===== src/rtl/pipe_ctrl_pkg.sv =====
// Shared encodings for the pipeline hazard/forwarding controller.
package pipe_ctrl_pkg;

    localparam logic [1:0] FWD_RF    = 2'b00;
    localparam logic [1:0] FWD_EXMEM = 2'b01;
    localparam logic [1:0] FWD_MEMWB = 2'b10;

    localparam logic [0:0] ST_INIT = 1'b0;
    localparam logic [0:0] ST_RUN  = 1'b1;

    // Shadow entry layout: {wen, load, waddr[aw-1:0]}
    function automatic int unsigned entry_w(input int unsigned aw);
        return aw + 2;
    endfunction

    // Nearest producer wins: EXE-stage result is younger than MEM-stage result.
    function automatic logic [1:0] fwd_sel(input logic ex_hit, input logic mem_hit);
        if (ex_hit) begin
            return FWD_EXMEM;
        end else if (mem_hit) begin
            return FWD_MEMWB;
        end
        return FWD_RF;
    endfunction

endpackage


===== src/rtl/hazard_cmp.sv =====
// Source-register vs. shadow-entry match; r0 never matches.
module hazard_cmp #(
    parameter int unsigned AW = 5
) (
    input  logic          used,
    input  logic [AW-1:0] src,
    input  logic          wen,
    input  logic [AW-1:0] waddr,
    output logic          hit
);

    assign hit = used && (src != '0) && wen && (waddr == src);

endmodule


===== src/rtl/pipeline_hazard_ctrl.sv =====
// Hazard/forwarding controller for a 5-stage pipeline.
// Define PIPE_FWD_EN to enable operand forwarding; otherwise dependants stall.
module pipeline_hazard_ctrl
    import pipe_ctrl_pkg::*;
#(
    parameter int unsigned AW          = 5,
    parameter int unsigned CNT_W       = 16,
    parameter int unsigned INIT_CYCLES = 4
) (
    input  logic             clk,
    input  logic             rst,
    input  logic             hold,
    input  logic             id_valid,
    input  logic [AW-1:0]    id_rs1,
    input  logic [AW-1:0]    id_rs2,
    input  logic             id_rs1_used,
    input  logic             id_rs2_used,
    input  logic             id_wen,
    input  logic [AW-1:0]    id_waddr,
    input  logic             id_is_load,
    output logic             stall_pc,
    output logic             stall_ifid,
    output logic             bubble_idexe,
    output logic [1:0]       fwd_a,
    output logic [1:0]       fwd_b,
    output logic [CNT_W-1:0] stall_cnt,
    output logic             busy_init
);

    localparam int unsigned EW = entry_w(AW);
    localparam int unsigned IW = (INIT_CYCLES < 2) ? 1 : $clog2(INIT_CYCLES + 1);

    logic [EW-1:0]    ex_q, ex_d, mem_q, mem_d, wb_q, wb_d;
    logic [0:0]       state_q, state_d;
    logic [IW-1:0]    init_cnt_q, init_cnt_d;
    logic [CNT_W-1:0] stall_cnt_q, stall_cnt_d;

    logic in_init, haz, stall;
    logic rs1_ex_hit, rs2_ex_hit, rs1_mem_hit, rs2_mem_hit;
    logic unused_wb;

    hazard_cmp #(.AW(AW)) u_cmp_rs1_ex (
        .used  (id_rs1_used),
        .src   (id_rs1),
        .wen   (ex_q[EW-1]),
        .waddr (ex_q[AW-1:0]),
        .hit   (rs1_ex_hit)
    );

    hazard_cmp #(.AW(AW)) u_cmp_rs2_ex (
        .used  (id_rs2_used),
        .src   (id_rs2),
        .wen   (ex_q[EW-1]),
        .waddr (ex_q[AW-1:0]),
        .hit   (rs2_ex_hit)
    );

    hazard_cmp #(.AW(AW)) u_cmp_rs1_mem (
        .used  (id_rs1_used),
        .src   (id_rs1),
        .wen   (mem_q[EW-1]),
        .waddr (mem_q[AW-1:0]),
        .hit   (rs1_mem_hit)
    );

    hazard_cmp #(.AW(AW)) u_cmp_rs2_mem (
        .used  (id_rs2_used),
        .src   (id_rs2),
        .wen   (mem_q[EW-1]),
        .waddr (mem_q[AW-1:0]),
        .hit   (rs2_mem_hit)
    );

    always_comb begin
        in_init = (state_q == ST_INIT);
`ifdef PIPE_FWD_EN
        // Only load-use needs a stall; everything else is forwarded.
        haz = id_valid && ex_q[EW-2] && (rs1_ex_hit || rs2_ex_hit);
`else
        haz = id_valid && (rs1_ex_hit || rs2_ex_hit || rs1_mem_hit || rs2_mem_hit);
`endif
        stall = in_init || haz;
    end

    assign stall_pc     = stall;
    assign stall_ifid   = stall;
    assign bubble_idexe = stall;
    assign busy_init    = in_init;
    assign stall_cnt    = stall_cnt_q;

    // WB producers are covered by regfile write-through; the entry is kept for debug visibility.
    assign unused_wb = ^wb_q;

    always_comb begin
        ex_d        = ex_q;
        mem_d       = mem_q;
        wb_d        = wb_q;
        state_d     = state_q;
        init_cnt_d  = init_cnt_q;
        stall_cnt_d = stall_cnt_q;
        if (!hold) begin
            ex_d  = (stall || !id_valid) ? '0 : {id_wen, id_is_load, id_waddr};
            mem_d = ex_q;
            wb_d  = mem_q;
            if (in_init) begin
                if (init_cnt_q <= IW'(1)) begin
                    state_d    = ST_RUN;
                    init_cnt_d = '0;
                end else begin
                    init_cnt_d = init_cnt_q - IW'(1);
                end
            end else if (haz && (stall_cnt_q != '1)) begin
                stall_cnt_d = stall_cnt_q + CNT_W'(1);
            end
        end
    end

    always_ff @(posedge clk or negedge rst) begin
        if (!rst) begin
            ex_q        <= '0;
            mem_q       <= '0;
            wb_q        <= '0;
            state_q     <= ST_INIT;
            init_cnt_q  <= IW'(INIT_CYCLES);
            stall_cnt_q <= '0;
        end else begin
            ex_q        <= ex_d;
            mem_q       <= mem_d;
            wb_q        <= wb_d;
            state_q     <= state_d;
            init_cnt_q  <= init_cnt_d;
            stall_cnt_q <= stall_cnt_d;
        end
    end

`ifdef PIPE_FWD_EN
    logic [1:0] fwd_a_q, fwd_a_d, fwd_b_q, fwd_b_d;

    always_comb begin
        fwd_a_d = fwd_a_q;
        fwd_b_d = fwd_b_q;
        if (!hold) begin
            if (stall || !id_valid) begin
                fwd_a_d = FWD_RF;
                fwd_b_d = FWD_RF;
            end else begin
                fwd_a_d = fwd_sel(rs1_ex_hit, rs1_mem_hit);
                fwd_b_d = fwd_sel(rs2_ex_hit, rs2_mem_hit);
            end
        end
    end

    always_ff @(posedge clk or negedge rst) begin
        if (!rst) begin
            fwd_a_q <= FWD_RF;
            fwd_b_q <= FWD_RF;
        end else begin
            fwd_a_q <= fwd_a_d;
            fwd_b_q <= fwd_b_d;
        end
    end

    assign fwd_a = fwd_a_q;
    assign fwd_b = fwd_b_q;
`else
    assign fwd_a = FWD_RF;
    assign fwd_b = FWD_RF;
`endif

endmodule


===== config.mk =====
export PLATFORM = sky130hd
export DESIGN_NAME = pipeline_hazard_ctrl
export DESIGN_NICKNAME = d
export VERILOG_FILES = /design/src/rtl/pipe_ctrl_pkg.sv /design/src/rtl/hazard_cmp.sv /design/src/rtl/pipeline_hazard_ctrl.sv
export SDC_FILE = /design/constraint.sdc
export NUM_CORES = 1
export LEC_CHECK = 0
export ABC_AREA = 1
export ABC_CLOCK_PERIOD_IN_PS = 3700
export CAP_MARGIN = 20
export CORE_ASPECT_RATIO = 1.5
export CORE_MARGIN = 2
export CORE_UTILIZATION = 50
export DETAILED_ROUTE_END_ITERATION = 8
export GPL_TIMING_DRIVEN = 1
export PLACE_DENSITY = 0.78
export SYNTH_ARGS = -nofsm -noshare
export SYNTH_HDL_FRONTEND = slang
export SYNTH_SLANG_ARGS = --single-unit

===== constraint.sdc =====
create_clock -name clk -period 3.7 [get_ports clk]
set_clock_uncertainty 0.15 [all_clocks]
set_input_delay 0.74 -clock clk [delete_from_list [all_inputs] [get_ports clk]]
set_output_delay 0.74 -clock clk [all_outputs]
set_load 0.02 [all_outputs]

==> flow_summary_export.csv <==
group,metric,value,unit
floorplan,ios,47,
detailed_routing,first_iter_violations,87,
clocking,path_clk_slew,60,ps
clocking,cts_sinks,32,
global_route,grt_pass1_vias,2100,
setup_path,worstPathArrival,2360,ps
detailed_routing,drtPass1Iterations,4,
sta,rsz0062_at_grt,"false",
synthesis,yosysUniqueCellTypes,32,
global_route,grtUsageMet1,0.2371,
clocking,clock_path_buffers,2,
global_route,antenna_found_initial,0,
sta,fin_crit,3248,ps
floorplan,initial_utilization,0.5120,
floorplan,die_w,59.23,um
setup_path,worst_setup_path_end_kind,"output pin",
setup_path,path_class,"in -> out",
place,port-buffer-count,41,
final_layout,register_area,802.0,um^2
clocking,cts_tree,"done",
min_path,hp-class,"reg -> reg",
final_layout,multi_input_area,1246,um^2
synthesis,synth_top_family_by_area,"simple AND/OR/NAND/NOR gates",
final_layout,fill_cells,402,
global_route,grt_max_degree,33,
setup_path,cp_common_cell,"nand2_1",
synthesis,synth_adder_area_share,0.01641,
power,leakagePower,1.467,nW
final_layout,final_common_cell,"nand2_1",
synthesis,synth_area,2287,um^2
setup_path,crit_path_cell_trace,"clkdlybuf4s50_1 > inv_1 > nand2_1 > nand2_1 > nor2_1 > nand3_1 > nor2_2 > nor2_2 > nand2_4 > nand2_1 > nand2_1 > dlymetal6s2s_1",
sta,slew_viol_final,0,
clocking,hold_buffers,0,
sta,setup_violations,0,
detailed_routing,drc_errors,0,
final_layout,diodes,0,
synthesis,synth_compound_area_frac,0.02954,
global_route,overflow,0,
synthesis,yosysWarnings,0,
sta,hold_violations,0,
setup_path,cp_top_family,"buffers and inverters",
global_route,grt_pass1_wl,8.825,mm
final_layout,area_delta_synth_final,23.69,%
detailed_routing,wirelength,5.262,mm
setup_path,cp_max_fo,4,
global_route,grt_usage,0.2263,
synthesis,synth-simple-area-share,0.4158,
synthesis,ys.flop_type,"dfrtp_1",
floorplan,die_h,86.84,um
run_status,outcome,"finished, final reports clean",
detailed_routing,wl_per_cell,12.27,um
final_layout,drive_gt1_frac,0.07349,
job,cap_violations,0,
synthesis,syn_inst,339,
synthesis,yosysTopAreaCellShare,0.3392,
detailed_routing,viasPerCell,5.096,
power,peakVddDrop,0.2482,mV
synthesis,syn_area_per_cell,6.747,um^2
global_route,gr-usage-met3,0.04328,
synthesis,synth-xor-area-share,0.07659,
sta,whs,352.8,ps
synthesis,async_flop_share,1.000,
clocking,cts_buffers,5,
final_layout,layout_common_cells,"nand2_1 (120), nor2_1 (42), inv_1 (38), clkdlybuf4s50_1 (38), dfrtp_1 (31)",
place,dpl.hpwl,3.893,mm
sta,fin_crit_sh,0.8777,
setup_path,worstPathRequired,2810,ps
setup_path,worst_path_max_delay_cell,"clkdlybuf4s50_1",
clocking,root_buffer,"clkbuf_8",
sta,fmax,307.9,MHz
power,powerDensity,306.8,nW/um^2
setup_path,crit_buf_inv,3,
floorplan,die_area,5143,um^2
global_route,grt-busiest-layer,"met2",
synthesis,synth_area_leaders,"dfrtp_1 (34%), nand2_1 (20%), nand4_1 (7.1%)",
setup_path,crit_path_max_incr_delay,520,ps
synthesis,yosysTopAreaCell,"dfrtp_1",
final_layout,layout.nets,406,
synthesis,ys_ff_latch,32,
setup_path,startpoint_type,"primary input",
synthesis,synth_mux_area_frac,0,
place,place_congestion,0.9111,
floorplan,num_rows,30,
clocking,htree_levels,2,
detailed_routing,drtAntennaViolNets,0,
detailed_routing,num_vias,2186,
clocking,clock_latency,290,ps
synthesis,synth_edf_count,0,
floorplan,core_area,4467,um^2
synthesis,seq_area_frac_synth,0.3507,
sta,tns,0,ps
global_route,grtUsageMet2,0.4076,
[worst register-to-register path: stages, from the launching register on]
cell     delay [ps]
dfrtp_1         430
ha_1            250
nand3_2         120
nor2_4           60
nand2_2          70
nor3_2           50
nor3_4          380
nand3_4         260
nand2_1         140
nand2_1          70
[area by class of cell]
cell class | instances | share of cell area
inverters | 42 | 0.05573
repair buffers | 46 | 0.1610
well taps | 48 | 0.02123
multi-input cells | 253 | 0.4405
clock buffers | 6 | 0.02565
clock inverters | 2 | 0.01238
flip-flops and latches | 32 | 0.2835
[synth_stat cells, types with 2 or more instances]
cell type and instances:
o21ai_0 9, buf_4 7, ha_1 3, nor2_2 3, nand4_1 26, inv_2 4
buf_2 2, inv_1 38, a21oi_1 2, clkbuf_1 4, dfrtp_1 31, xnor2_1 14
nand3_1 12, xor2_1 6, nand2_1 120, nor2_1 42
[final timing paths]
kind / cells after the start / slack, ps / from / endpoint
worst max-delay path: 12 / 450 / id_rs2[1] / bubble_idexe
worst min-delay path: 2 / 350 / ex_q[6]$_DFFE_PN0N_ / ex_q[6]$_DFFE_PN0N_
worst max register to register: 9 / 1600 / stall_cnt[0]$_DFFE_PN0P_ / stall_cnt[12]$_DFFE_PN0P_
worst min register to register: 2 / 350 / ex_q[6]$_DFFE_PN0N_ / ex_q[6]$_DFFE_PN0N_
max in group asynchronous: 2 / 2370 / rst / init_cnt_q[2]$_DFFE_PN1P_
min in group asynchronous: 2 / 700 / rst / stall_cnt[1]$_DFFE_PN0P_
[repair_timing]
action                                  in CTS  in global routing
endpoints found under the setup margin       0                  3
hold endpoints to repair                     0                  0
setup buffers                                0                  0
resized for setup                            0                  3
[state kept, by name, summed over array words and instances (netlist names)]
name / cells
ex_q: 6
init_cnt_q: 3
mem_q: 6
stall_cnt: 16
state_q: 1
[metrics by stage]
step / total power (W) / std cells / utilization / instance area, um^2 / setup WS [ps]
final: 0.0008680 / 429 / 0.6333 / 2829 / 452.4
after global placement: 0.0005454 / 421 / 0.6076 / 2714 / 42.28
after floorplan: 0.0004849 / 342 / - / 2298 / 872.6
after detailed placement: 0.0005481 / 421 / 0.6076 / 2714 / 51.02
after global routing: 0.0009184 / 429 / 0.6333 / 2829 / 280.2
after CTS: 0.0008800 / 429 / 0.6317 / 2821 / 35.56
[layer usage]
| layer | share of wire | wire length, um |
|---|---|---|
| met5 | 0 | 0 |
| met4 | 0.036 | 188 |
| met3 | 0.039 | 204 |
| met2 | 0.52 | 2735 |
| met1 | 0.41 | 2134 |
[where the power goes]
part	switching (W)	internal, W
clock network	0.000127	0.000200
registers	0.0000191	0.000366
logic	0.0000896	0.0000659
[cells by family after synthesis]
logic type | count (synthesis)
fa+ha+maj | 3
buf+inv | 57
flops | 32
simple gates | 213
xor+xnor | 20
other cells | 1
compound gates | 13
No activity file was read; power rests on OpenSTA's default activity.
